### src/rtl/adder_pkg.sv
// rtl/adder_pkg.sv - shared op encoding and signed-overflow helper for adder datapaths
//
// Contents:
//   OP_ADD / OP_SUB : encoding of the sub_i mode bit
//   signed_ovf()    : two's-complement overflow from operand and result sign bits
package adder_pkg;

   localparam logic OP_ADD = 1'b0;
   localparam logic OP_SUB = 1'b1;

   // Overflow happens when both addends share a sign and the result does not.
   // b_eff_msb is the sign of the operand actually added (already inverted for subtract).
   function automatic logic signed_ovf(input logic a_msb,
                                       input logic b_eff_msb,
                                       input logic sum_msb);
      return (a_msb == b_eff_msb) && (sum_msb != a_msb);
   endfunction

endpackage

### src/rtl/adder_pipe_if.sv
// rtl/adder_pipe_if.sv - valid/ready request and response bundle of the pipelined adder
//
// Request side  : valid_i, ready_o, a_i, b_i, sub_i, cin_i
// Response side : valid_o, ready_i, sum_o, cout_o, ovf_o
// master drives requests and consumes responses; slave is the adder itself.
interface adder_pipe_if #(
   parameter int WIDTH = 32
);
   logic             valid_i;
   logic             ready_o;
   logic [WIDTH-1:0] a_i;
   logic [WIDTH-1:0] b_i;
   logic             sub_i;
   logic             cin_i;

   logic             valid_o;
   logic             ready_i;
   logic [WIDTH-1:0] sum_o;
   logic             cout_o;
   logic             ovf_o;

   modport master (
      output valid_i, a_i, b_i, sub_i, cin_i, ready_i,
      input  ready_o, valid_o, sum_o, cout_o, ovf_o
   );

   modport slave (
      input  valid_i, a_i, b_i, sub_i, cin_i, ready_i,
      output ready_o, valid_o, sum_o, cout_o, ovf_o
   );
endinterface

### src/rtl/adder_seg.sv
// rtl/adder_seg.sv - one pipeline stage: resolves SEG result bits and registers the carry
//
// Ports:
//   clk_i, reset_i         clock, synchronous active-high reset
//   valid_i                upstream stage (or request) holds a transaction
//   res_i                  result bits resolved so far (segments below IDX)
//   a_i, b_i               operand A and effective operand B (inverted for subtract)
//   carry_i                carry into segment IDX
//   next_load_i            downstream stage / output is taking data this cycle
//   load_o                 this stage takes data this cycle
//   valid_o, res_o, a_o,
//   b_o, carry_o, ovf_o    registered stage contents
module adder_seg
   import adder_pkg::*;
#(
   parameter int WIDTH = 32,
   parameter int SEG   = 16,
   parameter int IDX   = 0
) (
   input  logic             clk_i,
   input  logic             reset_i,
   input  logic             valid_i,
   input  logic [WIDTH-1:0] res_i,
   input  logic [WIDTH-1:0] a_i,
   input  logic [WIDTH-1:0] b_i,
   input  logic             carry_i,
   input  logic             next_load_i,
   output logic             load_o,
   output logic             valid_o,
   output logic [WIDTH-1:0] res_o,
   output logic [WIDTH-1:0] a_o,
   output logic [WIDTH-1:0] b_o,
   output logic             carry_o,
   output logic             ovf_o
);

   localparam int LO = IDX * SEG;

   logic             valid_q;
   logic [WIDTH-1:0] res_q, res_d;
   logic [WIDTH-1:0] a_q;
   logic [WIDTH-1:0] b_q;
   logic             carry_q, carry_d;
   logic             ovf_q, ovf_d;
   logic [SEG:0]     seg_sum;

   // Segment adder: one extra bit catches the carry into the next segment.
   always_comb begin
      seg_sum = {1'b0, a_i[LO +: SEG]} + {1'b0, b_i[LO +: SEG]} + {{SEG{1'b0}}, carry_i};
      res_d            = res_i;
      res_d[LO +: SEG] = seg_sum[SEG-1:0];
      carry_d          = seg_sum[SEG];
      // Only meaningful in the last stage, where res_d holds the complete sum.
      ovf_d            = signed_ovf(a_i[WIDTH-1], b_i[WIDTH-1], res_d[WIDTH-1]);
   end

   // An empty stage always accepts, so bubbles collapse even under a stalled output.
   assign load_o = !valid_q || next_load_i;

   always_ff @(posedge clk_i) begin
      if (reset_i) begin
         valid_q <= 1'b0;
         res_q   <= '0;
         a_q     <= '0;
         b_q     <= '0;
         carry_q <= 1'b0;
         ovf_q   <= 1'b0;
      end else if (load_o) begin
         valid_q <= valid_i;
         // Data only moves with a real transaction; bubbles leave the last value in place.
         if (valid_i) begin
            res_q   <= res_d;
            a_q     <= a_i;
            b_q     <= b_i;
            carry_q <= carry_d;
            ovf_q   <= ovf_d;
         end
      end
   end

   assign valid_o = valid_q;
   assign res_o   = res_q;
   assign a_o     = a_q;
   assign b_o     = b_q;
   assign carry_o = carry_q;
   assign ovf_o   = ovf_q;

endmodule

### src/rtl/adder_pipe.sv
// rtl/adder_pipe.sv - pipelined WIDTH-bit adder/subtractor with valid/ready handshakes
//
// Ports:
//   clk_i    clock, rising edge
//   reset_i  synchronous active-high reset; empties the pipe
//   bus      adder_pipe_if.slave: request (valid_i/ready_o/a_i/b_i/sub_i/cin_i) and
//            response (valid_o/ready_i/sum_o/cout_o/ovf_o)
// Parameters:
//   WIDTH    operand/result width
//   STAGES   pipeline depth; each stage resolves WIDTH/STAGES bits, low segment first
module adder_pipe
   import adder_pkg::*;
#(
   parameter int WIDTH  = 32,
   parameter int STAGES = 2
) (
   input  logic       clk_i,
   input  logic       reset_i,
   adder_pipe_if.slave bus
);

   localparam int SEG = WIDTH / STAGES;

   if (STAGES < 1 || STAGES > WIDTH || (WIDTH % STAGES) != 0) begin : g_bad_params
      $error("adder_pipe: STAGES must be in 1..WIDTH and divide WIDTH evenly");
   end

   // Index k is the input of stage k; index STAGES is the pipe output.
   logic [STAGES:0]  valid_c;
   logic [STAGES:0]  load_c;
   logic [STAGES:0]  carry_c;
   logic [WIDTH-1:0] res_c [STAGES+1];
   logic [WIDTH-1:0] a_c   [STAGES+1];
   logic [WIDTH-1:0] b_c   [STAGES+1];
   logic [STAGES-1:0] ovf_v;
   logic             unused_tail;

   // Subtract is A + ~B + 1: invert B once here and force the first carry.
   assign valid_c[0] = bus.valid_i;
   assign res_c[0]   = '0;
   assign a_c[0]     = bus.a_i;
   assign b_c[0]     = (bus.sub_i == OP_SUB) ? ~bus.b_i : bus.b_i;
   assign carry_c[0] = (bus.sub_i == OP_SUB) ? 1'b1 : bus.cin_i;

   assign load_c[STAGES] = bus.ready_i;

   for (genvar k = 0; k < STAGES; k++) begin : g_stage
      adder_seg #(
         .WIDTH (WIDTH),
         .SEG   (SEG),
         .IDX   (k)
      ) u_seg (
         .clk_i       (clk_i),
         .reset_i     (reset_i),
         .valid_i     (valid_c[k]),
         .res_i       (res_c[k]),
         .a_i         (a_c[k]),
         .b_i         (b_c[k]),
         .carry_i     (carry_c[k]),
         .next_load_i (load_c[k+1]),
         .load_o      (load_c[k]),
         .valid_o     (valid_c[k+1]),
         .res_o       (res_c[k+1]),
         .a_o         (a_c[k+1]),
         .b_o         (b_c[k+1]),
         .carry_o     (carry_c[k+1]),
         .ovf_o       (ovf_v[k])
      );
   end

   // Reset forces ready high: the pipe is empty on the next edge regardless of load state.
   assign bus.ready_o = load_c[0] | reset_i;
   assign bus.valid_o = valid_c[STAGES];
   assign bus.sum_o   = res_c[STAGES];
   assign bus.cout_o  = carry_c[STAGES];
   assign bus.ovf_o   = ovf_v[STAGES-1];

   // The last stage's operand copies and the early stages' overflow bits have no consumer.
   assign unused_tail = ^{a_c[STAGES], b_c[STAGES], ovf_v};

endmodule

### src/flat_wrapper.sv
// flat-port wrapper written by rule: the top's interface ports become plain ports
module adder_pipe_flat import adder_pkg::*;
#(
   parameter int WIDTH  = 32,
   parameter int STAGES = 2
)
  (clk_i, reset_i, bus_valid_i, bus_a_i, bus_b_i, bus_sub_i, bus_cin_i, bus_ready_i, bus_ready_o, bus_valid_o, bus_sum_o, bus_cout_o, bus_ovf_o);
  adder_pipe_if #(.WIDTH(WIDTH)) bus_i ();
  input  logic clk_i;
  input  logic reset_i;
  input wire logic [$bits(bus_i.valid_i)-1:0] bus_valid_i;
  input wire logic [$bits(bus_i.a_i)-1:0] bus_a_i;
  input wire logic [$bits(bus_i.b_i)-1:0] bus_b_i;
  input wire logic [$bits(bus_i.sub_i)-1:0] bus_sub_i;
  input wire logic [$bits(bus_i.cin_i)-1:0] bus_cin_i;
  input wire logic [$bits(bus_i.ready_i)-1:0] bus_ready_i;
  output wire logic [$bits(bus_i.ready_o)-1:0] bus_ready_o;
  output wire logic [$bits(bus_i.valid_o)-1:0] bus_valid_o;
  output wire logic [$bits(bus_i.sum_o)-1:0] bus_sum_o;
  output wire logic [$bits(bus_i.cout_o)-1:0] bus_cout_o;
  output wire logic [$bits(bus_i.ovf_o)-1:0] bus_ovf_o;
  assign bus_i.valid_i = bus_valid_i;
  assign bus_i.a_i = bus_a_i;
  assign bus_i.b_i = bus_b_i;
  assign bus_i.sub_i = bus_sub_i;
  assign bus_i.cin_i = bus_cin_i;
  assign bus_i.ready_i = bus_ready_i;
  assign bus_ready_o = bus_i.ready_o;
  assign bus_valid_o = bus_i.valid_o;
  assign bus_sum_o = bus_i.sum_o;
  assign bus_cout_o = bus_i.cout_o;
  assign bus_ovf_o = bus_i.ovf_o;
  adder_pipe #(.WIDTH(WIDTH), .STAGES(STAGES)) u_core (.clk_i(clk_i), .reset_i(reset_i), .bus(bus_i));
endmodule
### config.mk
export PLATFORM = sky130hd
export DESIGN_NAME = adder_pipe_flat
export DESIGN_NICKNAME = d
export VERILOG_FILES = /design/src/rtl/adder_pkg.sv /design/src/rtl/adder_pipe_if.sv /design/src/rtl/adder_seg.sv /design/src/rtl/adder_pipe.sv /design/src/flat_wrapper.sv
export SDC_FILE = /design/constraint.sdc
export NUM_CORES = 1
export LEC_CHECK = 0
export BUFFER_PORTS_ARGS = -buffer_cell sky130_fd_sc_hd__buf_2
export CORE_ASPECT_RATIO = 1.75
export CORE_MARGIN = 5
export CORE_UTILIZATION = 50
export DETAILED_ROUTE_END_ITERATION = 7
export MAX_ROUTING_LAYER = met4
export PLACE_DENSITY = 0.7
export SLEW_MARGIN = 40
export SYNTH_ARGS = -nofsm -noshare
export SYNTH_HDL_FRONTEND = slang
export SYNTH_HIERARCHICAL = 1
export SYNTH_SLANG_ARGS = --single-unit
### constraint.sdc
create_clock -name clk_i -period 6.3 [get_ports clk_i]
set_clock_uncertainty 0.2 [all_clocks]
set_input_delay 0.63 -clock clk_i [delete_from_list [all_inputs] [get_ports clk_i]]
set_output_delay 0.63 -clock clk_i [all_outputs]
set_load 0.005 [all_outputs]
## Word level (Yosys, flattened, before mapping)

Cells that the tools add are included.

- Bits in registers: 117
- Input port bits: 70
- Output and inout bits: 36
- Logic and storage cells: 26

- Add/subtract/negate cells: 4
- Equality and inequality tests: 2
- Multiplexer cells: 2
- Bitwise gates (word level): 2
- Reductions and logical operators: 7

Operators by type and width:

| kind | number |
|---|---|
| 16-bit by 16-bit adder with 17-bit output | 2 |
| 17-bit by 1-bit adder with 17-bit output | 2 |
| 32-bit two-way mux | 1 |
| 32-bit NOT | 1 |
| 2-bit AND reduction | 2 |
| 1-bit logical NOT | 2 |
| 1-bit logical OR | 2 |
| 1-bit == test | 1 |
| 1-bit logical AND | 1 |
| 1-bit two-way mux | 1 |
| 1-bit inequality test | 1 |
| 1-bit bitwise OR | 1 |

## Longest topological paths before layout

Gate-level depths: netlist of the first run.

- Depth in word-level cells: 4
- Depth in mapped cells: 10

## By module

The synthesis of the first run kept the hierarchy.

Modules (own cells, without submodules):

| module | instances | cells an instance | area each (um^2) |
|---|---|---|---|
| adder_seg at u_core.g_stage[1].u_seg | 1 | 538 | 4287.9 |
| adder_seg at u_core.g_stage[0].u_seg | 1 | 524 | 4160.2 |
| adder_pipe | 1 | 39 | 367.9 |

## Least setup slack after synthesis of the first run

Ideal clock, no wire load.

- Path kind: input to register
- Start: in bus_sub_i
- End: reg u_core.g_stage[0].u_seg.res_q[12]
- Setup time: 0.137 ns
- Data arrival time: 3.030 ns
- Setup slack: 2.933 ns
- Stages on the path: 10
- Path buffers: 2
- Cell sequence: buf_6 -> buf_12 -> xor2_1 -> fa_1 -> fa_1 -> a21o_1 -> a221o_1 -> a21o_1 -> o311ai_0 -> o211ai_1

RTL lines:

| what | RTL line | source |
|---|---|---|
| from (decl) | flat_wrapper.sv:14 | `input wire logic [$bits(bus_i.sub_i)-1:0] bus_sub_i;` |
| to (signal assigned) | adder_seg.sv:72 | `res_q <= res_d;` |
| to (decl) | adder_seg.sv:40 | `logic [WIDTH-1:0] res_q, res_d;` |

## Final worst setup path of the first run

- Start: in bus_sub_i
- End: reg u_core.g_stage[0].u_seg.res_q[12]

RTL lines:

| what | RTL line | source |
|---|---|---|
| 1-bit two-way mux | adder_pipe.sv:43 | `assign carry_c[0] = (bus.sub_i == OP_SUB) ? 1'b1 : bus.cin_i;` |
| named net u_core.carry_c[0] | adder_pipe.sv:31 | `logic [STAGES:0] carry_c;` |
| 17-bit by 1-bit adder with 17-bit output | adder_seg.sv:49 | `seg_sum = {1'b0, a_i[LO +: SEG]} + {1'b0, b_i[LO +: SEG]} + {{SEG{1'b0}}, carry_i};` |

The timed path passes the listed nets, and every way through them passes these cells.
A chain may end at the register's enable or synchronous reset.

==> metrics.yaml, run 1 <==
synth:
  avgSynthCellArea_um2: 8.10
  synthCells: 620
  synth_fp_nets: 724
  synth.cell_area_mm2: 0.00502
  yosysWarnings: 6
grt:
  grt_pass1_vias: 4574
  grtUsageMet2: 0.393
  met1_usage: 0.230
  grt_most_used_layer: "met2"
  antenna_found_initial: 0
  grt.total_usage: 0.217
  grt_max_degree: 67
  grt.overflow.total: 0
  grt_pass1_wl_mm: 21.0
  met3_usage: 0.0266
cells_and_area:
  multiInputGateArea_mm2: 0.00302
  finalNetCount: 798
  final_common_cell: "nand2_1"
  ff_latch_area_mm2: 0.00170
  fillerInstances: 954
  layout-drive-gt1-share: 0.198
  final_cell_mix: "nand2_1 (133), buf_2 (104), dfxtp_1 (85), a21oi_1 (83), xor2_1 (34)"
  area_delta_synth_final_pct: 14.9
  diodes: 0
  fin_util: 0.586
placed_design:
  gp_congestion: 0.976
  dp_hpwl_mm: 9.58
  portBuffers: 105
power_and_ir_drop:
  leakagePower_nw: 2.59
  p_sw_w: 0.000404
  p_int_w: 0.00102
  p_total_w: 0.00142
  power.density_mw_per_mm2: 247
  comb_power_share: 0.216
  pwr-share-clk: 0.364
  irDropWorstVdd_mv: 0.160
  seqPwrFrac: 0.420
  p_sw_frac: 0.284
sta:
  finalHoldViolCount: 0
  rsz0062_at_grt: "no"
  timing.final.crit_share: 0.550
  fmax_ghz: 0.289
  slew_viol_final: 0
  slew_headroom: 0.528
  setup_violations: 0
  tns_ns: 0
  min_period_ns: 3.47
  worstMarginPinSlew_ns: 0.706
clocking:
  htree_levels: 3
  post_cts_buffers: 0
  ctsResizeCount: 0
  cts.sinks: 85
  hold_buffers: 0
  cts_tree: "yes"
  cts_buffer_depth: 2
  clk_pin_slew_ns: 0.06
  cts_buffers: 9
  insertion_delay_ns: 0.33
  cts_root_buf: "clkbuf_16"
drt:
  drt_iter0_markers: 287
  drc_errors: 0
  vias: 4659
  wl_per_cell_um: 15.6
  vias_per_cell: 5.66
  routed_wl_mm: 12.8
  first_pass_iters: 5
  ant_nets: 0
floorplan:
  io_pins: 106
  fp-row-count: 48
  die-area_mm2: 0.0122
  dieHeight_um: 143
  die_w_um: 85.8
  core_mm2: 0.00985
  start_util: 0.510
worst_setup_path:
  cp_max_fo: 33
  crit_chain: "buf_4 -> or2_2 -> fa_1 -> fa_1 -> a21o_1 -> a221o_1 -> a21o_1 -> o311ai_0 -> o211ai_1"
  worstPathArrival_ns: 3.45
  crit_path_max_incr_delay_ns: 0.43
  crit_slowest_cell: "fa_1"
  critPathCaptureType: "flip-flop"
  start_kind: "input pin"
  worstRegToRegCells: 7
  crit_type: "input pin to flip-flop"
  cp.required_ns: 6.29
status:
  status: "completed"
run:
  drv_cap: 0
worst_hold_path:
  hold_path_depth: 2
  hold_path.class: "flip-flop to flip-flop"
registers in the layout, summed over array words and instances (netlist names):
signal	count
u_core/g_stage.u_seg/res_o	48
u_core/g_stage.u_seg/a_o	16
u_core/g_stage.u_seg/b_o	16
u_core/g_stage.u_seg/carry_o	2
u_core/g_stage.u_seg/valid_o	2
u_core/g_stage.u_seg/ovf_o	1
final timing paths:
kind                                                       start                           endpoint  slack, ns
worst max register to register   u_core/g_stage[0].u_seg/a_o[16]  u_core/g_stage[1].u_seg/res_o[26]       3.67
worst min register to register  u_core/g_stage[0].u_seg/res_o[1]   u_core/g_stage[1].u_seg/res_o[1]       0.24
worst max-delay path                                   bus_sub_i  u_core/g_stage[0].u_seg/res_o[12]       2.83
worst min-delay path            u_core/g_stage[0].u_seg/res_o[1]   u_core/g_stage[1].u_seg/res_o[1]       0.24
routing by layer:
metal | up-vias | part of all wire
met5 | - | 0
met4 | 0 | 0.032
met3 | 27 | 0.040
met2 | 123 | 0.54
met1 | 2167 | 0.39
li1 | 2342 | -
cell type report:
cell class / instances / area share
tap: 125 / 0.0271
multi-input combinational: 478 / 0.523
inverter: 10 / 0.00650
clock buffer: 11 / 0.0420
timing repair buffer: 110 / 0.0979
sequential: 85 / 0.295
clock inverter: 4 / 0.00845
worst max-delay path, delay by kind of cell:
| kind | cells | cell delay [ns] |
|---|---|---|
| compound gates | 5 | 1.33 |
| fa+ha+maj | 2 | 0.86 |
| buf+inv | 1 | 0.27 |
| simple gates | 1 | 0.36 |
stage by stage:
step	hold WS (ns)	cells	setup WS, ns	instance area, um2
6_report	0.245	823	2.83	5770
5_1_grt	0.266	823	2.79	5770
3_3_place_gp	0.237	808	2.31	5480
2_1_floorplan	0.225	620	2.95	5020
4_1_cts	0.247	823	2.88	5770
3_5_place_dp	0.244	808	2.54	5480
power by group through the flow:
stage	Sequential [W]	Combinational (W)	Clock [W]
finish	0.000599	0.000307	0.000519
global route	0.000603	0.000344	0.000559
CTS	0.000599	0.000306	0.000534
detailed placement	0.000611	0.000304	0
global placement	0.000609	0.000297	0
floorplan	0.000606	0.000226	0
Note: power is estimated with default switching activity, not from simulation.
==> run 2, diff against run 1 <==
Settings changed: ABC_AREA set to 1.
Clock period 6.3 ns to 3.25 ns, I/O delays scaled along.
==> metrics.yaml, run 2 <==
status:
  status: "completed"
drt:
  first_pass_iters: 4
  vias: 5441
  ant_nets: 0
  drt_iter0_markers: 217
  routed_wl_mm: 14.7
  drc_errors: 0
  vias_per_cell: 4.96
  wl_per_cell_um: 13.4
clocking:
  cts_root_buf: "clkbuf_16"
  hold_buffers: 0
  clk_pin_slew_ns: 0.06
  ctsResizeCount: 0
  cts_buffer_depth: 2
  cts.sinks: 85
  insertion_delay_ns: 0.34
  cts_tree: "yes"
  post_cts_buffers: 0
  cts_buffers: 9
  htree_levels: 3
synth:
  synth_fp_nets: 989
  yosysWarnings: 6
  synthCells: 885
  avgSynthCellArea_um2: 6.27
  synth.cell_area_mm2: 0.00555
placed_design:
  portBuffers: 105
  gp_congestion: 0.970
  dp_hpwl_mm: 11.3
  preCtsSetupSlack_ns: 0.558
floorplan:
  start_util: 0.503
  die_w_um: 89.7
  io_pins: 106
  dieHeight_um: 149
  core_mm2: 0.0110
  fp-row-count: 51
  die-area_mm2: 0.0134
grt:
  grt.overflow.total: 0
  grt.total_usage: 0.235
  grt_max_degree: 64
  antenna_found_initial: 0
  grt_pass1_wl_mm: 23.4
  grt_pass1_vias: 5077
sta:
  finalHoldViolCount: 0
  setup_violations: 0
  setup_slack_ns: 0.858
  timing.final.crit_share: 0.736
  worstMarginPinSlew_ns: 0.726
  rsz0062_at_grt: "no"
  slew_headroom: 0.516
  slew_viol_final: 0
  tns_ns: 0
  fmax_ghz: 0.418
  min_period_ns: 2.39
cells_and_area:
  final_common_cell: "nand2_1"
  diodes: 0
  largest_reg_flops: 48
  final_cell_mix: "nand2_1 (225), nor2_1 (168), inv_1 (118), buf_2 (105), dfxtp_1 (85)"
  area_delta_synth_final_pct: 12.9
  layout-drive-gt1-share: 0.170
  finalNetCount: 1063
worst_setup_path:
  cpMostUsedCell: "nand2_1"
  cp.required_ns: 3.29
  crit_slowest_cell: "fa_1"
  crit_path_max_incr_delay_ns: 0.47
  critPathCaptureType: "flip-flop"
  start_kind: "flip-flop"
  worstPathArrival_ns: 2.43
  crit_chain: "fa_1 -> fa_1 -> nand3_1 -> nand2_1 -> nand2_1 -> nand2_1 -> nand2_1 -> nand2_1 -> nand2_1 -> nand3_1 -> nand2_1 -> inv_1"
  crit_type: "flip-flop to flip-flop"
  cp_max_fo: 3
power_and_ir_drop:
  p_total_w: 0.00287
  leakagePower_nw: 3.59
  irDropWorstVdd_mv: 0.334
  power.density_mw_per_mm2: 458
run:
  drv_cap: 0
worst_hold_path:
  hold_path.class: "input pin to flip-flop"
run 2: final timing paths:
path | start | slack, ns | endpoint | cells past startpoint
worst min-delay path | bus_a_i[26] | 0.04 | u_core/g_stage[0].u_seg/a_o[26] | 3
worst max-delay path | u_core/g_stage[0].u_seg/a_o[16] | 0.86 | u_core/g_stage[1].u_seg/res_o[24] | 12
worst max register to register | u_core/g_stage[0].u_seg/a_o[16] | 0.86 | u_core/g_stage[1].u_seg/res_o[24] | 12
worst min register to register | u_core/g_stage[1].u_seg/res_o[2] | 0.28 | u_core/g_stage[1].u_seg/res_o[2] | 2
run 2: area by class of cell:
type                       instances  area (um2)
fill                            1182        4770
multi-input combinational        629        3070
sequential                        85        1700
timing repair buffer             109         556
inverter                         125         482
clock buffer                      12         256
tap                              132         165
clock inverter                     4        32.5
run 2: worst max-delay path: cells and delay by family, from the launching register on:
kind / cells / cell delay, ns
adder cells (fa/ha/maj): 2 / 0.91
flip-flops: 1 / 0.33
AND/OR/NAND/NOR: 9 / 0.82
buffers and inverters: 1 / 0.04
run 2: power breakdown:
| part | internal [W] | total (W) | switching, W |
|---|---|---|---|
| combinational | 0.000267 | 0.000705 | 0.000438 |
| sequential | 0.00113 | 0.00118 | 0.0000487 |
| clock | 0.000563 | 0.000989 | 0.000426 |
| total | 0.00196 | 0.00287 | 0.000912 |
run 2: through the flow:
stage	hold WS (ns)	util	cells	instance area (um2)
finish	0.0404	0.568	1096	6270
global route	0.0446	0.568	1096	6270
CTS	0.0231	0.568	1096	6270
detailed placement	0.266	0.541	1080	5980
global placement	0.257	0.541	1080	5980
floorplan	0.248	-	885	5550
run 2: metal layers:
layer | track usage | part of all wire | up-vias
met3 | 0.0282 | 0.039 | 45
met2 | 0.420 | 0.55 | 145
met4 | 0.135 | 0.049 | 0
met5 | - | 0 | -
met1 | 0.236 | 0.36 | 2386
li1 | - | - | 2865
